===== src/rtl/mc_pkg.sv =====
// Shared encodings for the multicycle MIPS control sequencer: opcodes, state codes,
// datapath mux selects and the packed control word handed from decode to the top level.
package mc_pkg;

    localparam logic [5:0] OP_RTYPE = 6'd0;
    localparam logic [5:0] OP_LW    = 6'd35;
    localparam logic [5:0] OP_SW    = 6'd43;
    localparam logic [5:0] OP_BEQ   = 6'd4;
    localparam logic [5:0] OP_BNE   = 6'd5;
    localparam logic [5:0] OP_J     = 6'd2;
    localparam logic [5:0] OP_ADDI  = 6'd8;

    localparam logic [3:0] S_FETCH  = 4'd0;
    localparam logic [3:0] S_DECODE = 4'd1;
    localparam logic [3:0] S_MEMADR = 4'd2;
    localparam logic [3:0] S_MEMRD  = 4'd3;
    localparam logic [3:0] S_MEMWB  = 4'd4;
    localparam logic [3:0] S_MEMWR  = 4'd5;
    localparam logic [3:0] S_EXEC   = 4'd6;
    localparam logic [3:0] S_ALUWB  = 4'd7;
    localparam logic [3:0] S_BRANCH = 4'd8;
    localparam logic [3:0] S_JUMP   = 4'd9;
    localparam logic [3:0] S_ADDIEX = 4'd10;
    localparam logic [3:0] S_ADDIWB = 4'd11;

    localparam logic [1:0] SRCB_B       = 2'b00;
    localparam logic [1:0] SRCB_FOUR    = 2'b01;
    localparam logic [1:0] SRCB_SEXT    = 2'b10;
    localparam logic [1:0] SRCB_SEXT_SH = 2'b11;

    localparam logic [1:0] ALUOP_ADD   = 2'b00;
    localparam logic [1:0] ALUOP_SUB   = 2'b01;
    localparam logic [1:0] ALUOP_FUNCT = 2'b10;

    localparam logic [1:0] PCSRC_ALU    = 2'b00;
    localparam logic [1:0] PCSRC_ALUOUT = 2'b01;
    localparam logic [1:0] PCSRC_JUMP   = 2'b10;

    typedef struct packed {
        logic       PCWrite;
        logic       PCWriteCond;
        logic       branch_ne;
        logic       IorD;
        logic       MemRead;
        logic       MemWrite;
        logic       IRWrite;
        logic       MemtoReg;
        logic       RegDst;
        logic       RegWrite;
        logic       ALUSrcA;
        logic [1:0] ALUSrcB;
        logic [1:0] ALUOp;
        logic [1:0] PCSource;
        logic       illegal_op;
    } ctrl_t;

    function automatic logic is_supported(input logic [5:0] op);
        case (op)
            OP_RTYPE, OP_LW, OP_SW, OP_BEQ, OP_BNE, OP_J, OP_ADDI: is_supported = 1'b1;
            default:                                              is_supported = 1'b0;
        endcase
    endfunction

endpackage


===== src/rtl/multicycle_control_if.sv =====
// Bundle between the control sequencer (master) and the MIPS datapath (slave).
interface multicycle_control_if #(parameter int RETIRED_W = 32) ();

    logic [5:0]           opcode;
    logic                 Zero;
    logic                 mem_ready;
    logic                 PCWrite;
    logic                 pc_en;
    logic                 IorD;
    logic                 MemRead;
    logic                 MemWrite;
    logic                 IRWrite;
    logic                 MemtoReg;
    logic                 RegDst;
    logic                 RegWrite;
    logic                 ALUSrcA;
    logic [1:0]           ALUSrcB;
    logic [1:0]           ALUOp;
    logic [1:0]           PCSource;
    logic                 illegal_op;
    logic [3:0]           state_dbg;
    logic [RETIRED_W-1:0] retired;

    modport master (
        input  opcode, Zero, mem_ready,
        output PCWrite, pc_en, IorD, MemRead, MemWrite, IRWrite, MemtoReg, RegDst,
               RegWrite, ALUSrcA, ALUSrcB, ALUOp, PCSource, illegal_op, state_dbg, retired
    );

    modport slave (
        output opcode, Zero, mem_ready,
        input  PCWrite, pc_en, IorD, MemRead, MemWrite, IRWrite, MemtoReg, RegDst,
               RegWrite, ALUSrcA, ALUSrcB, ALUOp, PCSource, illegal_op, state_dbg, retired
    );

endinterface


===== src/rtl/mc_ctrl_decode.sv =====
// Combinational state-to-control-word decode; everything not listed for a state stays 0.
module mc_ctrl_decode
    import mc_pkg::*;
(
    input  logic [3:0] i_state,
    input  logic [5:0] i_opcode,
    input  logic       i_mem_ready,
    output ctrl_t      o_ctrl
);

    always_comb begin
        o_ctrl = '0;
        case (i_state)
            S_FETCH: begin
                o_ctrl.MemRead  = 1'b1;
                o_ctrl.ALUSrcB  = SRCB_FOUR;
                o_ctrl.IRWrite  = i_mem_ready;
                o_ctrl.PCWrite  = i_mem_ready;
            end
            S_DECODE: begin
                o_ctrl.ALUSrcB    = SRCB_SEXT_SH;
                o_ctrl.illegal_op = ~is_supported(i_opcode);
            end
            S_MEMADR: begin
                o_ctrl.ALUSrcA = 1'b1;
                o_ctrl.ALUSrcB = SRCB_SEXT;
            end
            S_MEMRD: begin
                o_ctrl.MemRead = 1'b1;
                o_ctrl.IorD    = 1'b1;
            end
            S_MEMWB: begin
                o_ctrl.RegWrite = 1'b1;
                o_ctrl.MemtoReg = 1'b1;
            end
            S_MEMWR: begin
                o_ctrl.MemWrite = 1'b1;
                o_ctrl.IorD     = 1'b1;
            end
            S_EXEC: begin
                o_ctrl.ALUSrcA = 1'b1;
                o_ctrl.ALUOp   = ALUOP_FUNCT;
            end
            S_ALUWB: begin
                o_ctrl.RegWrite = 1'b1;
                o_ctrl.RegDst   = 1'b1;
            end
            S_BRANCH: begin
                o_ctrl.ALUSrcA     = 1'b1;
                o_ctrl.ALUOp       = ALUOP_SUB;
                o_ctrl.PCSource    = PCSRC_ALUOUT;
                o_ctrl.PCWriteCond = 1'b1;
                o_ctrl.branch_ne   = (i_opcode == OP_BNE);
            end
            S_JUMP: begin
                o_ctrl.PCWrite  = 1'b1;
                o_ctrl.PCSource = PCSRC_JUMP;
            end
            S_ADDIEX: begin
                o_ctrl.ALUSrcA = 1'b1;
                o_ctrl.ALUSrcB = SRCB_SEXT;
            end
            S_ADDIWB: o_ctrl.RegWrite = 1'b1;
            default: ;
        endcase
    end

endmodule


===== src/rtl/multicycle_control.sv =====
// Multicycle MIPS control sequencer: state register, next-state logic, retire counter
// and final PC enable around a combinational control-word decode.
module multicycle_control
    import mc_pkg::*;
#(
    parameter int RETIRED_W = 32
) (
    input  logic                 CLK,
    input  logic                 RESET_N,
    multicycle_control_if.master bus
);

    logic [3:0]           r_state;
    logic                 r_run;
    logic [RETIRED_W-1:0] r_retired;
    logic [3:0]           w_next;
    logic                 w_retire;
    ctrl_t                w_ctrl;
    ctrl_t                w_out;

    mc_ctrl_decode u_decode (
        .i_state     (r_state),
        .i_opcode    (bus.opcode),
        .i_mem_ready (bus.mem_ready),
        .o_ctrl      (w_ctrl)
    );

    always_comb begin
        w_next = S_FETCH;
        case (r_state)
            S_FETCH:  w_next = bus.mem_ready ? S_DECODE : S_FETCH;
            S_DECODE: begin
                case (bus.opcode)
                    OP_LW, OP_SW:   w_next = S_MEMADR;
                    OP_RTYPE:       w_next = S_EXEC;
                    OP_BEQ, OP_BNE: w_next = S_BRANCH;
                    OP_J:           w_next = S_JUMP;
                    OP_ADDI:        w_next = S_ADDIEX;
                    default:        w_next = S_FETCH;
                endcase
            end
            S_MEMADR: w_next = (bus.opcode == OP_SW) ? S_MEMWR : S_MEMRD;
            S_MEMRD:  w_next = bus.mem_ready ? S_MEMWB : S_MEMRD;
            S_MEMWR:  w_next = bus.mem_ready ? S_FETCH : S_MEMWR;
            S_EXEC:   w_next = S_ALUWB;
            S_ADDIEX: w_next = S_ADDIWB;
            default:  w_next = S_FETCH;
        endcase
    end

    always_comb begin
        w_retire = 1'b0;
        if (r_run && w_next == S_FETCH) begin
            case (r_state)
                S_MEMWB, S_MEMWR, S_ALUWB, S_BRANCH, S_JUMP, S_ADDIWB: w_retire = 1'b1;
                default: w_retire = 1'b0;
            endcase
        end
    end

    // r_run stays low until the first edge after reset release, so the FETCH
    // strobes are held off for that first partial cycle as well as during reset.
    always_ff @(posedge CLK or negedge RESET_N) begin
        if (!RESET_N) begin
            r_state   <= S_FETCH;
            r_run     <= 1'b0;
            r_retired <= '0;
        end else begin
            r_run <= 1'b1;
            if (r_run) begin
                r_state <= w_next;
            end
            if (w_retire) begin
                r_retired <= r_retired + 1'b1;
            end
        end
    end

    assign w_out = r_run ? w_ctrl : '0;

    assign bus.PCWrite    = w_out.PCWrite;
    assign bus.pc_en      = w_out.PCWrite | (w_out.PCWriteCond & (bus.Zero ^ w_out.branch_ne));
    assign bus.IorD       = w_out.IorD;
    assign bus.MemRead    = w_out.MemRead;
    assign bus.MemWrite   = w_out.MemWrite;
    assign bus.IRWrite    = w_out.IRWrite;
    assign bus.MemtoReg   = w_out.MemtoReg;
    assign bus.RegDst     = w_out.RegDst;
    assign bus.RegWrite   = w_out.RegWrite;
    assign bus.ALUSrcA    = w_out.ALUSrcA;
    assign bus.ALUSrcB    = w_out.ALUSrcB;
    assign bus.ALUOp      = w_out.ALUOp;
    assign bus.PCSource   = w_out.PCSource;
    assign bus.illegal_op = w_out.illegal_op;
    assign bus.state_dbg  = r_state;
    assign bus.retired    = r_retired;

endmodule


===== src/flat_wrapper.sv =====
// flat-port wrapper written by rule: the top's interface ports become plain ports
module multicycle_control_flat import mc_pkg::*;
#(
    parameter int RETIRED_W = 32
)
  (CLK, RESET_N, bus_opcode, bus_Zero, bus_mem_ready, bus_PCWrite, bus_pc_en, bus_IorD, bus_MemRead, bus_MemWrite, bus_IRWrite, bus_MemtoReg, bus_RegDst, bus_RegWrite, bus_ALUSrcA, bus_ALUSrcB, bus_ALUOp, bus_PCSource, bus_illegal_op, bus_state_dbg, bus_retired);
  multicycle_control_if #(.RETIRED_W(RETIRED_W)) bus_i ();
  input  logic CLK;
  input  logic RESET_N;
  input wire logic [$bits(bus_i.opcode)-1:0] bus_opcode;
  input wire logic [$bits(bus_i.Zero)-1:0] bus_Zero;
  input wire logic [$bits(bus_i.mem_ready)-1:0] bus_mem_ready;
  output wire logic [$bits(bus_i.PCWrite)-1:0] bus_PCWrite;
  output wire logic [$bits(bus_i.pc_en)-1:0] bus_pc_en;
  output wire logic [$bits(bus_i.IorD)-1:0] bus_IorD;
  output wire logic [$bits(bus_i.MemRead)-1:0] bus_MemRead;
  output wire logic [$bits(bus_i.MemWrite)-1:0] bus_MemWrite;
  output wire logic [$bits(bus_i.IRWrite)-1:0] bus_IRWrite;
  output wire logic [$bits(bus_i.MemtoReg)-1:0] bus_MemtoReg;
  output wire logic [$bits(bus_i.RegDst)-1:0] bus_RegDst;
  output wire logic [$bits(bus_i.RegWrite)-1:0] bus_RegWrite;
  output wire logic [$bits(bus_i.ALUSrcA)-1:0] bus_ALUSrcA;
  output wire logic [$bits(bus_i.ALUSrcB)-1:0] bus_ALUSrcB;
  output wire logic [$bits(bus_i.ALUOp)-1:0] bus_ALUOp;
  output wire logic [$bits(bus_i.PCSource)-1:0] bus_PCSource;
  output wire logic [$bits(bus_i.illegal_op)-1:0] bus_illegal_op;
  output wire logic [$bits(bus_i.state_dbg)-1:0] bus_state_dbg;
  output wire logic [$bits(bus_i.retired)-1:0] bus_retired;
  assign bus_i.opcode = bus_opcode;
  assign bus_i.Zero = bus_Zero;
  assign bus_i.mem_ready = bus_mem_ready;
  assign bus_PCWrite = bus_i.PCWrite;
  assign bus_pc_en = bus_i.pc_en;
  assign bus_IorD = bus_i.IorD;
  assign bus_MemRead = bus_i.MemRead;
  assign bus_MemWrite = bus_i.MemWrite;
  assign bus_IRWrite = bus_i.IRWrite;
  assign bus_MemtoReg = bus_i.MemtoReg;
  assign bus_RegDst = bus_i.RegDst;
  assign bus_RegWrite = bus_i.RegWrite;
  assign bus_ALUSrcA = bus_i.ALUSrcA;
  assign bus_ALUSrcB = bus_i.ALUSrcB;
  assign bus_ALUOp = bus_i.ALUOp;
  assign bus_PCSource = bus_i.PCSource;
  assign bus_illegal_op = bus_i.illegal_op;
  assign bus_state_dbg = bus_i.state_dbg;
  assign bus_retired = bus_i.retired;
  multicycle_control #(.RETIRED_W(RETIRED_W)) u_core (.CLK(CLK), .RESET_N(RESET_N), .bus(bus_i));
endmodule

===== config.mk =====
export PLATFORM = sky130hd
export DESIGN_NAME = multicycle_control_flat
export DESIGN_NICKNAME = d
export VERILOG_FILES = /design/src/rtl/mc_pkg.sv /design/src/rtl/multicycle_control_if.sv /design/src/rtl/mc_ctrl_decode.sv /design/src/rtl/multicycle_control.sv /design/src/flat_wrapper.sv
export SDC_FILE = /design/constraint.sdc
export NUM_CORES = 1
export LEC_CHECK = 0
export ABC_AREA = 1
export CAP_MARGIN = 20
export CELL_PAD_IN_SITES_DETAIL_PLACEMENT = 0
export CELL_PAD_IN_SITES_GLOBAL_PLACEMENT = 1
export CORE_UTILIZATION = 36
export CTS_BUF_LIST = sky130_fd_sc_hd__clkbuf_8
export DETAILED_ROUTE_END_ITERATION = 8
export PLACE_DENSITY_LB_ADDON = 0.1
export SETUP_SLACK_MARGIN = 0.3
export SYNTH_ARGS = -nofsm -noshare
export SYNTH_HDL_FRONTEND = slang
export SYNTH_SLANG_ARGS = --single-unit

===== constraint.sdc =====
create_clock -name CLK -period 1.75 [get_ports CLK]
set_input_delay 0.4375 -clock CLK [delete_from_list [all_inputs] [get_ports CLK]]
set_output_delay 0.4375 -clock CLK [all_outputs]
set_load 0.05 [all_outputs]

# Yosys cells after proc, flatten, opt, wreduce, memory -nomap -nowiden
# Cells that the tools add are included.
[word_totals] reg_bits=37 inputBits=10
[op_classes] add_sub_neg=1 n_eq_ne=17 n_mux=25 bitwise_logic=4 n_reduce_logical=13
[ops] cell="$add 32x1->32 const B" n=1
[ops] cell="$pmux 4 s7" n=1
[ops] cell="$pmux 4 s5" n=1
[ops] cell="$mux 18" n=1
[ops] cell="$eq 4x3->1 const B" n=4
[ops] cell="$eq 4x4->1 const B" n=4
[ops] cell="$mux 1" n=14
[ops] cell="$eq 6x3->1 const B" n=2
[ops] cell="$eq 6x6->1 const B" n=2
[ops] cell="$reduce_or 2->1" n=5
[ops] cell="$mux 3" n=3
[ops] cell="$eq 4x2->1 const B" n=2
[ops] cell="$logic_not 4->1" n=2
[ops] cell="$pmux 2 s2" n=2
[ops] cell="$reduce_or 7->1" n=1
[ops] cell="$eq 6x2->1 const B" n=1
[ops] cell="$eq 6x4->1 const B" n=1
[ops] cell="$logic_not 6->1" n=1
[ops] cell="$pmux 2 s3" n=1
[ops] cell="$reduce_or 6->1" n=1
[ops] cell="$eq 4x1->1 const B" n=1
[ops] cell="$reduce_or 4->1" n=1
[ops] cell="$reduce_or 3->1" n=1
[ops] cell="$mux 2" n=1
[ops] cell="6 further kinds" n=6

# Logic depth before layout (Yosys ltp)
# Gate-level depths: netlist (run 1).
[depth] depth_word=10 depth_mapped=10 depth_no_buf=10

# Modules after synthesis
# From an unflattened synthesis (run 1), not the netlist that was laid out.
[unflattened] hier_cells=514 hier_area_um2=3059.2
[modules_own_cells] module="multicycle_control" n_inst=1 cells_per_inst=458 area_each_um2=2808.9
[modules_own_cells] module="mc_ctrl_decode" n_inst=1 cells_per_inst=56 area_each_um2=250.2

# Least setup slack after synthesis (run 1)
# No wires, ideal clock.
[synth_path] path_type="register to output" startpoint="register u_core.r_state[1] (netlist: u_core.bus.state_dbg[1])" endpoint="output port bus_illegal_op" arrival_time_ns=2.636 setup_slack_ns=-1.324 stages_incl_launch_ff=6 path_buffers=0 path_cell_list="dfrtp_1 > inv_1 > nand2_2 > nor2_2 > inv_1 > nor4_1"
[synth_via] elab_chain_cells=3
[synth_rtl] element="start, declared" line_no="multicycle_control.sv:13" text="logic [3:0] r_state;"
[synth_rtl] element="start signal, assigned" line_no="multicycle_control.sv:71" text="r_state <= w_next;"
[synth_rtl] element="$eq 4x1->1" line_no="mc_ctrl_decode.sv:13" text="case (i_state)"
[synth_rtl] element="$mux 1" line_no="mc_ctrl_decode.sv:13"
[synth_rtl] element="$mux 18" line_no="multicycle_control.sv:79" text="assign w_out = r_run ? w_ctrl : '0;"
[synth_rtl] element="end, declared" line_no="flat_wrapper.sv:26" text="output wire logic [$bits(bus_i.illegal_op)-1:0] bus_illegal_op;"
# Every way passes these cells.

# Final worst setup path (run 1)
[layout_path] startpoint="register u_core.r_state[2] (netlist: u_core.bus.state_dbg[2])" endpoint="output port bus_ALUSrcA"
[layout_via] elab_chain_cells=4
[layout_rtl] element="$eq 4x2->1, or another cell as far along" line_no="mc_ctrl_decode.sv:13"
[layout_rtl] element="$reduce_or 4->1 (no line) *"
[layout_rtl] element="$mux 1 *" line_no="mc_ctrl_decode.sv:13"
[layout_rtl] element="$mux 18 *" line_no="multicycle_control.sv:79"
[layout_rtl] element="end, declared" line_no="flat_wrapper.sv:22" text="output wire logic [$bits(bus_i.ALUSrcA)-1:0] bus_ALUSrcA;"
# Mark *: on every way between the ends. The rest lies on a longest branch, timed or not.

==> metrics.cfg, run 1 <==
[synthesis]
ys_warn_count=0
ys_seq_area_share_pct=32.4
ys_types=32
synth_edf_count=0
synthCells=444
syn_avg_cell_area_sq_um=6.43
yosysTopAreaCellShare_pct=32.4
async_reset_ff_share_pct=100
synth.most_common_cell=nand2_1
synthesis.nets=455
synthTopCellsByCount=nand2_1 (204), nor2_1 (74), dfrtp_1 (37)
synth_seq_cells=37
synthesis.area_sq_um=2860
ys_top_cells_by_area=dfrtp_1 (32%), nand2_1 (27%), nor2_1 (9.7%), nand3b_1 (3.9%), nand3_1 (3.3%)
yosysTopAreaCell=dfrtp_1
synthFlopType=dfrtp_1

[clock_tree]
clock_tree.root_cell=clkbuf_8
hold_buffers=0
cts_tree=built
clkLatencyLatePin_ns=0.29
cts_buffers=5
htree_levels=2
clk_pin_slew_ns=0.08
clock_sinks=37
cts_buffer_depth=2

[detailed_routing]
drt-pass1-iter-count=5
antenna_left=0
wl_met2_microns=5660
met3_length_microns=389
top_layer_used=met4
vias_per_cell=4.90
drc=0
wl_met1_microns=4300
num_vias=3380
finalWirelength_microns=10600
post_drt_wl_per_cell_microns=15.3
dr.first_iter.drc_count=99

[layout]
stdcell_count=690
final_util_pct=71.6
final_layout_size_suffix_gt1_share_pct=45.4
final_nets=598
area_delta_synth_final_pct=92.6
fill_cells=594
antenna_cells=0

[sta]
period_minus_slack_ns=2.06
skew_ns=0.0107
tns_ns=-10.47
slew_viol_final=0
finalWorstSetupSlack_ns=-0.307
grt_setup_unrepaired=true
final_hold_viol_count=0
fmax_mhz=486
finalSetupViolCount=50
hold_ws_ns=0.0715
fin_crit_sh_pct=118

[floorplan]
num_io_pins=63
die_x_microns=91.1
core_area_sq_um=7690
placementRows=32
die_area_sq_um=8290
die_y_microns=91.1
initial_core_util_pct=37.2

[power_and_ir_drop]
power_density_nw_per_um2=724
irDropWorstVdd_uv=707
power_leakage_uw=0.00250

[worst_hold_path]
hp-class=input port to async pin

[placed_design]
portBuffers=62
dp.cells=643
hpwl_microns=6970
post-place-ws_ns=-0.537
gp_congestion=0.857

[flow_run]
maxCapViolations=0

[setup_path]
required_ns=1.31
cp_max_fo=5
path_class=register to primary output
end_kind=primary output
worstPathArrival_ns=1.62
cp-start-kind=register

[global_route]
grt_overflow=0
grt_max_degree=22
grt_usage_pct=25.7
antenna_found_initial=0
grt_first_pass_wirelength_microns=16800
grt_pass1_vias=3450

[outcome]
failed_checks=setup timing
status=complete, but fails checks

==> logic make-up (layout without fill, tap and decap cells) <==
logic type	count (synthesis)	in the layout	synth area share [%]
adders and majority gates	1	1	0.438
and+or+nand+nor	342	346	53.0
xor gates and xnor gates	16	16	4.91
buffers and inverters	36	176	6.83
other	1	1	0.131
DFF	37	37	32.4
AOI/OAI and AO/OA	11	11	2.23
==> registers in the layout, summed over array words and instances (netlist names) <==
name	cells
u_core.bus.retired	32
u_core.r_run	1
u_core.bus.state_dbg	4
==> stage by stage <==
stage / instance area, sq um / power [uW]
final: 5500 / 3980
after global routing: 5500 / 4140
after floorplan: 3020 / 2020
after detailed placement: 4560 / 2850
after global placement: 4560 / 2830
after CTS: 5280 / 3870
==> worst paths after layout <==
check | startpoint | endpoint | slack [ns] | cells after the start
max in group asynchronous | RESET_N | u_core.bus.state_dbg[1] | 1.19 | 2
worst max-delay path | u_core.bus.state_dbg[2] | bus_ALUSrcA | -0.31 | 6
min in group CLK | u_core.bus.retired[1] | u_core.bus.retired[1] | 0.53 | 2
worst max register to register | u_core.bus.state_dbg[2] | u_core.bus.retired[5] | -0.25 | 13
worst min-delay path | RESET_N | u_core.bus.retired[9] | 0.07 | 1
worst min register to register | u_core.bus.retired[1] | u_core.bus.retired[1] | 0.53 | 2
==> worst max-delay path, cell delays in order, from the launching register on <==
cell and delay (ns):
dfrtp_2 0.48, inv_4 0.09, nor2_4 0.25, nand2_4 0.08, buf_6 0.13, a21oi_4 0.14, buf_12 0.15
==> area by class of cell <==
type,count,area [sq um],area share [%]
clock buffers,6,82.6,1.50
repair buffers,140,1960,35.6
well taps,102,128,2.32
clock inverters,2,7.51,0.136
multi-input cells,375,2250,40.8
inverters,28,133,2.41
flip-flops and latches,37,947,17.2
==> cell usage in the layout (no fill, tap or decap), drive strengths merged <==
cell           netlist  routed
nand2              220     223
buf                  7     132
nor2                78      78
dfrtp               37      37
inv                 27      28
nand3               23      23
nand3b              15      15
xor2                10      10
xnor2                6       6
clkbuf               1       6
dlygate4sd2          0       6
nor3                 3       4
a21oi                4       4
o21ai                3       3
clkdlybuf4s50        0       2
a31oi                2       2
a211oi               1       1
a31o                 1       1
clkinvlp             0       1
nor4                 1       1
nand4                1       1
bufinv               1       1
and3                 1       1
ha                   1       1
conb                 1       1
==> what timing repair did <==
action,4_1_cts,5_1_grt
cloned,5,0
setup endpoints to repair,62,73
resized for setup,88,43
setup buffers,25,9
pin swaps,22,19
==> where the power goes <==
part	internal (uW)	switching [uW]	leakage, uW
clock network	311	325	0.0000538
registers	932	127	0.000484
logic	1060	1230	0.00197
==> metal layers <==
metal	track usage [%]	vias up
li1	-	1663
met1	29.5	1614
met2	48.2	86
met3	4.36	17
met4	8.07	0
met5	0	-
No activity file was read; power rests on OpenSTA's default activity.
==> inputs of run 2 (changes only) <==
--- a/config.mk
+++ b/config.mk
@@ -5,11 +5,11 @@
 export SDC_FILE = /design/constraint.sdc
 export NUM_CORES = 1
 export LEC_CHECK = 0
-export ABC_AREA = 1
+export ABC_AREA = 0
 export CAP_MARGIN = 20
 export CELL_PAD_IN_SITES_DETAIL_PLACEMENT = 0
 export CELL_PAD_IN_SITES_GLOBAL_PLACEMENT = 1
-export CORE_UTILIZATION = 36
+export CORE_UTILIZATION = 31
 export CTS_BUF_LIST = sky130_fd_sc_hd__clkbuf_8
 export DETAILED_ROUTE_END_ITERATION = 8
 export PLACE_DENSITY_LB_ADDON = 0.1
==> metrics.cfg, run 2 <==
[setup_path]
r2r_slack_ns=-0.26  ; was -0.25 ns
worstPathArrival_ns=1.62  ; about the same
cp_max_fo=7  ; was 5
path_class=register to primary output  ; unchanged
required_ns=1.31  ; about the same
path_buf_inv=3  ; unchanged
path_cells=buf_6 > nor3b_4 > a21oi_2 > nor3_4 > buf_6 > buf_12  ; was inv_4 > nor2_4 > nand2_4 > buf_6 > a21oi_4 > buf_12
end_kind=primary output  ; unchanged
crit_path_top_delay_cell=dfrtp_2  ; unchanged
cp-start-kind=register  ; unchanged
cpMostUsedCell=buf_6
crit_family=flip-flops  ; unchanged
max_stage_delay_ns=0.46  ; was 0.48 ns

[placed_design]
gp_congestion=0.836  ; was 0.857
hpwl_microns=5100  ; was 6970 microns
portBuffers=62  ; unchanged

[power_and_ir_drop]
power_density_nw_per_um2=1210  ; was 724 nW/um^2
irDropWorstVdd_uv=652  ; was 707 uV
pwr-share-seq_pct=16.6  ; was 26.6%
pwr-share-clk_pct=14.2  ; was 16.0%
p_sw_share_pct=40.0  ; was 42.2%
switching_power_uw=2470  ; was 1680 uW
p_comb_share_pct=69.2  ; was 57.5%
power_leakage_uw=0.00225  ; was 0.00250 uW
internal_power_uw=3720  ; was 2300 uW

[synthesis]
synthMuxAreaShare_pct=0.456  ; was 0%
synth_top_family_by_area=simple AND/OR/NAND/NOR gates  ; unchanged
yosysTopAreaCellShare_pct=42.2  ; was 32.4%
synthTopCellsByCount=dfrtp_1 (37), xnor2_1 (24), nand4_1 (22)  ; was nand2_1 (204), nor2_1 (74), dfrtp_1 (37)
ys_seq_area_share_pct=42.2  ; was 32.4%
synth.most_common_cell=dfrtp_1  ; was nand2_1
async_reset_ff_share_pct=100  ; unchanged
synthCells=239  ; was 444
ys_top_cells_by_area=dfrtp_1 (42%), xnor2_1 (9.6%), nand4_1 (6.3%), xor2_1 (4.0%), nor2_1 (3.6%)  ; was dfrtp_1 (32%), nand2_1 (27%), nor2_1 (9.7%), nand3b_1 (3.9%), nand3_1 (3.3%)
synthXorXnorAreaFrac_pct=14.3  ; was 4.91%
ys_types=42  ; was 32
synth_edf_count=0  ; unchanged
synth_simple_gate_area_share_pct=32.2  ; was 53.0%
ys_warn_count=0  ; unchanged
synthesis.nets=250  ; was 455
syn_avg_cell_area_sq_um=9.19  ; was 6.43 sq um
synth_fa_ha_area_share_pct=0.570  ; was 0.438%
yosysTopAreaCell=dfrtp_1  ; unchanged
synthesis.area_sq_um=2200  ; was 2860 sq um
synthFlopType=dfrtp_1  ; unchanged
synth_compound_area_share_pct=6.50  ; was 2.23%
synth_seq_cells=37  ; unchanged

[global_route]
grt_max_degree=22  ; unchanged
antenna_found_initial=0  ; unchanged
grt_usage_pct=21.3  ; was 25.7%
grt_first_pass_wirelength_microns=12300  ; was 16800 microns
grt_pass1_vias=2566  ; was 3450
grt_overflow=0  ; unchanged

[clock_tree]
clkLatencyLatePin_ns=0.29  ; about the same
cts_buffer_depth=2  ; unchanged
clock_tree.root_cell=clkbuf_8  ; unchanged
clk_pin_slew_ns=0.08  ; about the same
hold_buffers=0  ; unchanged
cts_buffers=5  ; unchanged
clock_sinks=37  ; unchanged
cts_tree=built  ; unchanged
htree_levels=2  ; unchanged

[sta]
fin_crit_sh_pct=118  ; about the same
period_minus_slack_ns=2.06  ; about the same
final_hold_viol_count=0  ; unchanged
fmax_mhz=486  ; about the same
slew_viol_final=0  ; unchanged
skew_ns=0.00968  ; was 0.0107 ns
finalWorstSetupSlack_ns=-0.307  ; about the same
grt_setup_unrepaired=true  ; unchanged
finalSetupViolCount=50  ; unchanged
tns_ns=-9.50  ; was -10.47 ns
hold_ws_ns=0.0693  ; was 0.0715 ns

[layout]
largest_reg_flops=32  ; unchanged
mostFrequentLayoutCells=buf_4 (65), buf_12 (53), buf_6 (38)  ; was nand2_1 (170), buf_12 (62), nor2_1 (58)
final_layout_size_suffix_gt1_share_pct=61.2  ; was 45.4%
mostFrequentLayoutCell=buf_4  ; was nand2_1
antenna_cells=0  ; unchanged
area_delta_synth_final_pct=134  ; was 92.6%
final_nets=417  ; was 598

[floorplan]
die_x_microns=86.2  ; was 91.1 microns
initial_core_util_pct=32.1  ; was 37.2%
die_y_microns=86.2  ; was 91.1 microns
die_area_sq_um=7420  ; was 8290 sq um
placementRows=30  ; was 32
num_io_pins=63  ; unchanged
core_area_sq_um=6830  ; was 7690 sq um

[detailed_routing]
dr.first_iter.drc_count=89  ; was 99
post_drt_wl_per_cell_microns=16.1  ; was 15.3 microns
num_vias=2528  ; was 3380
drc=0  ; unchanged
antenna_left=0  ; unchanged
drt-pass1-iter-count=4  ; was 5
vias_per_cell=5.03  ; was 4.90
finalWirelength_microns=8080  ; was 10600 microns

[worst_hold_path]
hp-class=input port to async pin  ; unchanged

[flow_run]
maxCapViolations=0  ; unchanged

[outcome]
status=complete, but fails checks  ; unchanged
failed_checks=setup timing  ; unchanged

[run 2: cell count changes in the layout (fill, tap and decap cells not counted), moves of 12 or more]
cell,delta
nand2_1,-157
nor2_1,-48
nand2_2,-30
buf_4,+24
nand4_1,+21
inv_1,-16
nand3b_1,-15
xnor2_1,+13
nand2_4,-12
[run 2: cells by family after synthesis]
kind of cell,count (synthesis)
flip-flops,37
adder cells (fa/ha/maj),1
XOR/XNOR,35
buffers and inverters,15
multiplexers,1
AO/OA/AOI/OAI,18
other,1
AND/OR/NAND/NOR,131
[run 2: cell type report]
class / count / area (sq um)
tap: 96 / 120
clock buffer: 5 / 68.8
fill: 449 / 1700
multi-input combinational: 187 / 1740
clock inverter: 3 / 65.1
sequential: 37 / 932
inverter: 3 / 13.8
timing repair buffer: 172 / 2190
[run 2: power groups by stage]
| stage | logic [uW] | registers (uW) | clock network [uW] |
|---|---|---|---|
| floorplan | 1370 | 1340 | 0 |
| finish | 4280 | 1030 | 881 |
| CTS | 3790 | 1010 | 894 |
| global placement | 3040 | 1010 | 0 |
| global route | 4500 | 1040 | 934 |
| detailed placement | 3060 | 1020 | 0 |
[run 2: worst paths after layout]
| check | from | endpoint | cells past startpoint |
|---|---|---|---|
| worst min-delay path | RESET_N | u_core.bus.retired[6] | 1 |
| worst max-delay path | u_core.bus.state_dbg[3] | bus_PCWrite | 6 |
| worst max register to register | u_core.bus.state_dbg[3] | u_core.bus.retired[15] | 10 |
| min in group CLK | u_core.bus.retired[10] | u_core.bus.retired[10] | 1 |
| worst min register to register | u_core.bus.retired[10] | u_core.bus.retired[10] | 1 |
| max in group asynchronous | RESET_N | u_core.bus.retired[24] | 2 |
[run 2: worst reg2reg max path, delay by kind of cell, from the launching register on]
family	cells	cell delay, ns
AO/OA/AOI/OAI	1	0.33
XOR/XNOR	1	0.15
buffers and inverters	6	0.84
flip-flops	1	0.44
AND/OR/NAND/NOR	2	0.13
[run 2: routing by layer]
layer / vias up / wire length (microns) / track usage [%]
met5: - / 0 / 0
met4: 0 / 135 / 6.36
met3: 11 / 264 / 2.89
met2: 68 / 4460 / 38.7
met1: 1244 / 3230 / 26.1
li1: 1205 / - / -
[run 2: what timing repair did]
action,4_1_cts,5_1_grt
buffers inserted,19,12
pin swaps,45,25
resized for setup,73,47
setup endpoints to repair,57,67
cloned,3,0
[run 2: stage by stage]
stage	total power, uW	utilization, %	setup WS (ns)	area (sq um)	cells
after detailed placement	4070	60.8	-0.539	4150	461
after CTS	5690	70.6	-0.289	4820	491
after global routing	6470	75.1	-0.372	5130	503
after floorplan	2710	-	-0.487	2470	239
after global placement	4050	60.8	-0.511	4150	461
final	6190	75.1	-0.307	5130	503
==> inputs of run 3 (changes only) <==
--- a/config.mk
+++ b/config.mk
@@ -14,6 +14,7 @@
 export DETAILED_ROUTE_END_ITERATION = 8
 export PLACE_DENSITY_LB_ADDON = 0.1
 export SETUP_SLACK_MARGIN = 0.3
+export SKIP_LAST_GASP = 1
 export SYNTH_ARGS = -nofsm -noshare
 export SYNTH_HDL_FRONTEND = slang
 export SYNTH_SLANG_ARGS = --single-unit
==> metrics.cfg, run 3 (synthesized netlist as in run 2, its figures left out) <==
[clock_tree]
cts_tree=built  ; unchanged
cts_buffers=5  ; unchanged
cts_buffer_depth=2  ; unchanged
htree_levels=2  ; unchanged
clk_pin_slew_ns=0.08  ; about the same
clock_sinks=37  ; unchanged
clock_tree.root_cell=clkbuf_8  ; unchanged
clkLatencyLatePin_ns=0.29  ; about the same

[power_and_ir_drop]
internal_power_uw=3680  ; was 3720 uW
pwr-share-clk_pct=14.4  ; was 14.2%
power_leakage_uw=0.00222  ; was 0.00225 uW
switching_power_uw=2420  ; was 2470 uW
irDropWorstVdd_uv=639  ; was 652 uV
p_comb_share_pct=68.8  ; was 69.2%
pwr-share-seq_pct=16.8  ; was 16.6%
power_density_nw_per_um2=1210  ; about the same
p_sw_share_pct=39.7  ; was 40.0%
power.total_uw=6110  ; was 6190 uW

[global_route]
grt_first_pass_wirelength_microns=12200  ; was 12300 microns
grt_max_degree=22  ; unchanged
grt_usage_pct=21.1  ; was 21.3%
antenna_found_initial=0  ; unchanged
grt_overflow=0  ; unchanged
grt_pass1_vias=2584  ; was 2566

[setup_path]
path_cells=buf_8 > nor2_4 > nand2_4 > buf_4 > buf_6 > nor2_4 > buf_12  ; was buf_6 > nor3b_4 > a21oi_2 > nor3_4 > buf_6 > buf_12
cp-start-kind=register  ; unchanged
path_buf_inv=4  ; was 3
required_ns=1.31  ; about the same
end_kind=primary output  ; unchanged
cp_max_fo=7  ; unchanged
cpMostUsedCell=nor2_4  ; was buf_6
path_class=register to primary output  ; unchanged
crit_path_top_delay_cell=dfrtp_2  ; unchanged
r2r_slack_ns=-0.21  ; was -0.26 ns
max_stage_delay_ns=0.43  ; was 0.46 ns
crit_family=buffers and inverters  ; was flip-flops
worstPathArrival_ns=1.61  ; was 1.62 ns

[detailed_routing]
vias_per_cell=4.95  ; was 5.03
drt-pass1-iter-count=4  ; unchanged
post_drt_wl_per_cell_microns=15.7  ; was 16.1 microns
drc=0  ; unchanged
antenna_left=0  ; unchanged
finalWirelength_microns=7880  ; was 8080 microns
dr.first_iter.drc_count=83  ; was 89
num_vias=2490  ; was 2528

[floorplan]
core_area_sq_um=6830  ; unchanged
num_io_pins=63  ; unchanged
die_y_microns=86.2  ; unchanged
placementRows=30  ; unchanged
die_area_sq_um=7420  ; unchanged
die_x_microns=86.2  ; unchanged
initial_core_util_pct=32.1  ; unchanged

[placed_design]
hpwl_microns=5100  ; unchanged
gp_congestion=0.836  ; unchanged
portBuffers=62  ; unchanged
post-place-ws_ns=-0.539  ; unchanged

[sta]
slew_viol_final=0  ; unchanged
grt_setup_unrepaired=true  ; unchanged
hold_ws_ns=0.0730  ; was 0.0693 ns
fmax_mhz=489  ; was 486 MHz
fin_crit_sh_pct=117  ; was 118%
skew_ns=0.00633  ; was 0.00968 ns
final_hold_viol_count=0  ; unchanged
period_minus_slack_ns=2.04  ; was 2.06 ns
finalWorstSetupSlack_ns=-0.294  ; was -0.307 ns
finalSetupViolCount=49  ; was 50

[layout]
final_layout_size_suffix_gt1_share_pct=60.0  ; was 61.2%
mostFrequentLayoutCells=buf_4 (72), buf_12 (53), dfrtp_1 (33)  ; was buf_4 (65), buf_12 (53), buf_6 (38)
largest_reg_flops=32  ; unchanged
area_delta_synth_final_pct=131  ; was 134%
mostFrequentLayoutCell=buf_4  ; unchanged
final_nets=417  ; unchanged
antenna_cells=0  ; unchanged

[worst_hold_path]
hp-class=input port to async pin  ; unchanged

[outcome]
status=complete, but fails checks  ; unchanged
failed_checks=setup timing  ; unchanged

[flow_run]
maxCapViolations=0  ; unchanged

==> run 3: through the flow <==
stage,cells,setup TNS (ns),instance area [sq um],util (%)
2_1_floorplan,239,-8.89,2470,-
3_3_place_gp,461,-14.47,4150,60.8
3_5_place_dp,461,-14.49,4150,60.8
4_1_cts,491,-6.09,4780,70.0
5_1_grt,503,-11.40,5060,74.1
6_report,503,-8.01,5060,74.1
==> run 3: repair_timing <==
action | CTS | global route
resized for setup | 65 | 40
hold endpoints to repair | 0 | 0
cloned | 3 | 0
pin swaps | 45 | 26
setup endpoints to repair | 57 | 67
hold buffers | 0 | 0
buffers inserted | 19 | 12
==> run 3: path summary, 6_finish.rpt <==
kind | start | to | cells after the start
min in group CLK | u_core.bus.retired[10] | u_core.bus.retired[10] | 1
min | RESET_N | u_core.bus.retired[1] | 1
max | u_core.bus.state_dbg[2] | bus_ALUSrcB[0] | 7
max in group asynchronous | RESET_N | u_core.bus.retired[19] | 2
max reg2reg | u_core.bus.state_dbg[2] | u_core.bus.retired[26] | 5
min reg2reg | u_core.bus.retired[10] | u_core.bus.retired[10] | 1
==> run 3: power groups by stage <==
stage               combinational, uW  sequential (uW)  clock, uW
global route                     4420             1030        931
CTS                              3770             1010        894
finish                           4200             1020        880
global placement                 3040             1010          0
floorplan                        1370             1340          0
detailed placement               3060             1020          0
==> run 3: routing by layer <==
metal	wire length, microns	track usage, %	vias up
met3	247	2.98	13
met5	0	0	-
met2	4310	38.4	64
met4	134	6.82	0
li1	-	-	1192
met1	3190	25.6	1221
==> run 3: final cells by class <==
type	instances	area, sq um
Clock buffer	5	68.8
Timing Repair Buffer	172	2170
Tap cell	96	120
Clock inverter	3	65.1
Inverter	3	13.8
Fill cell	463	1770
Multi-Input combinational cell	187	1700
Sequential cell	37	931
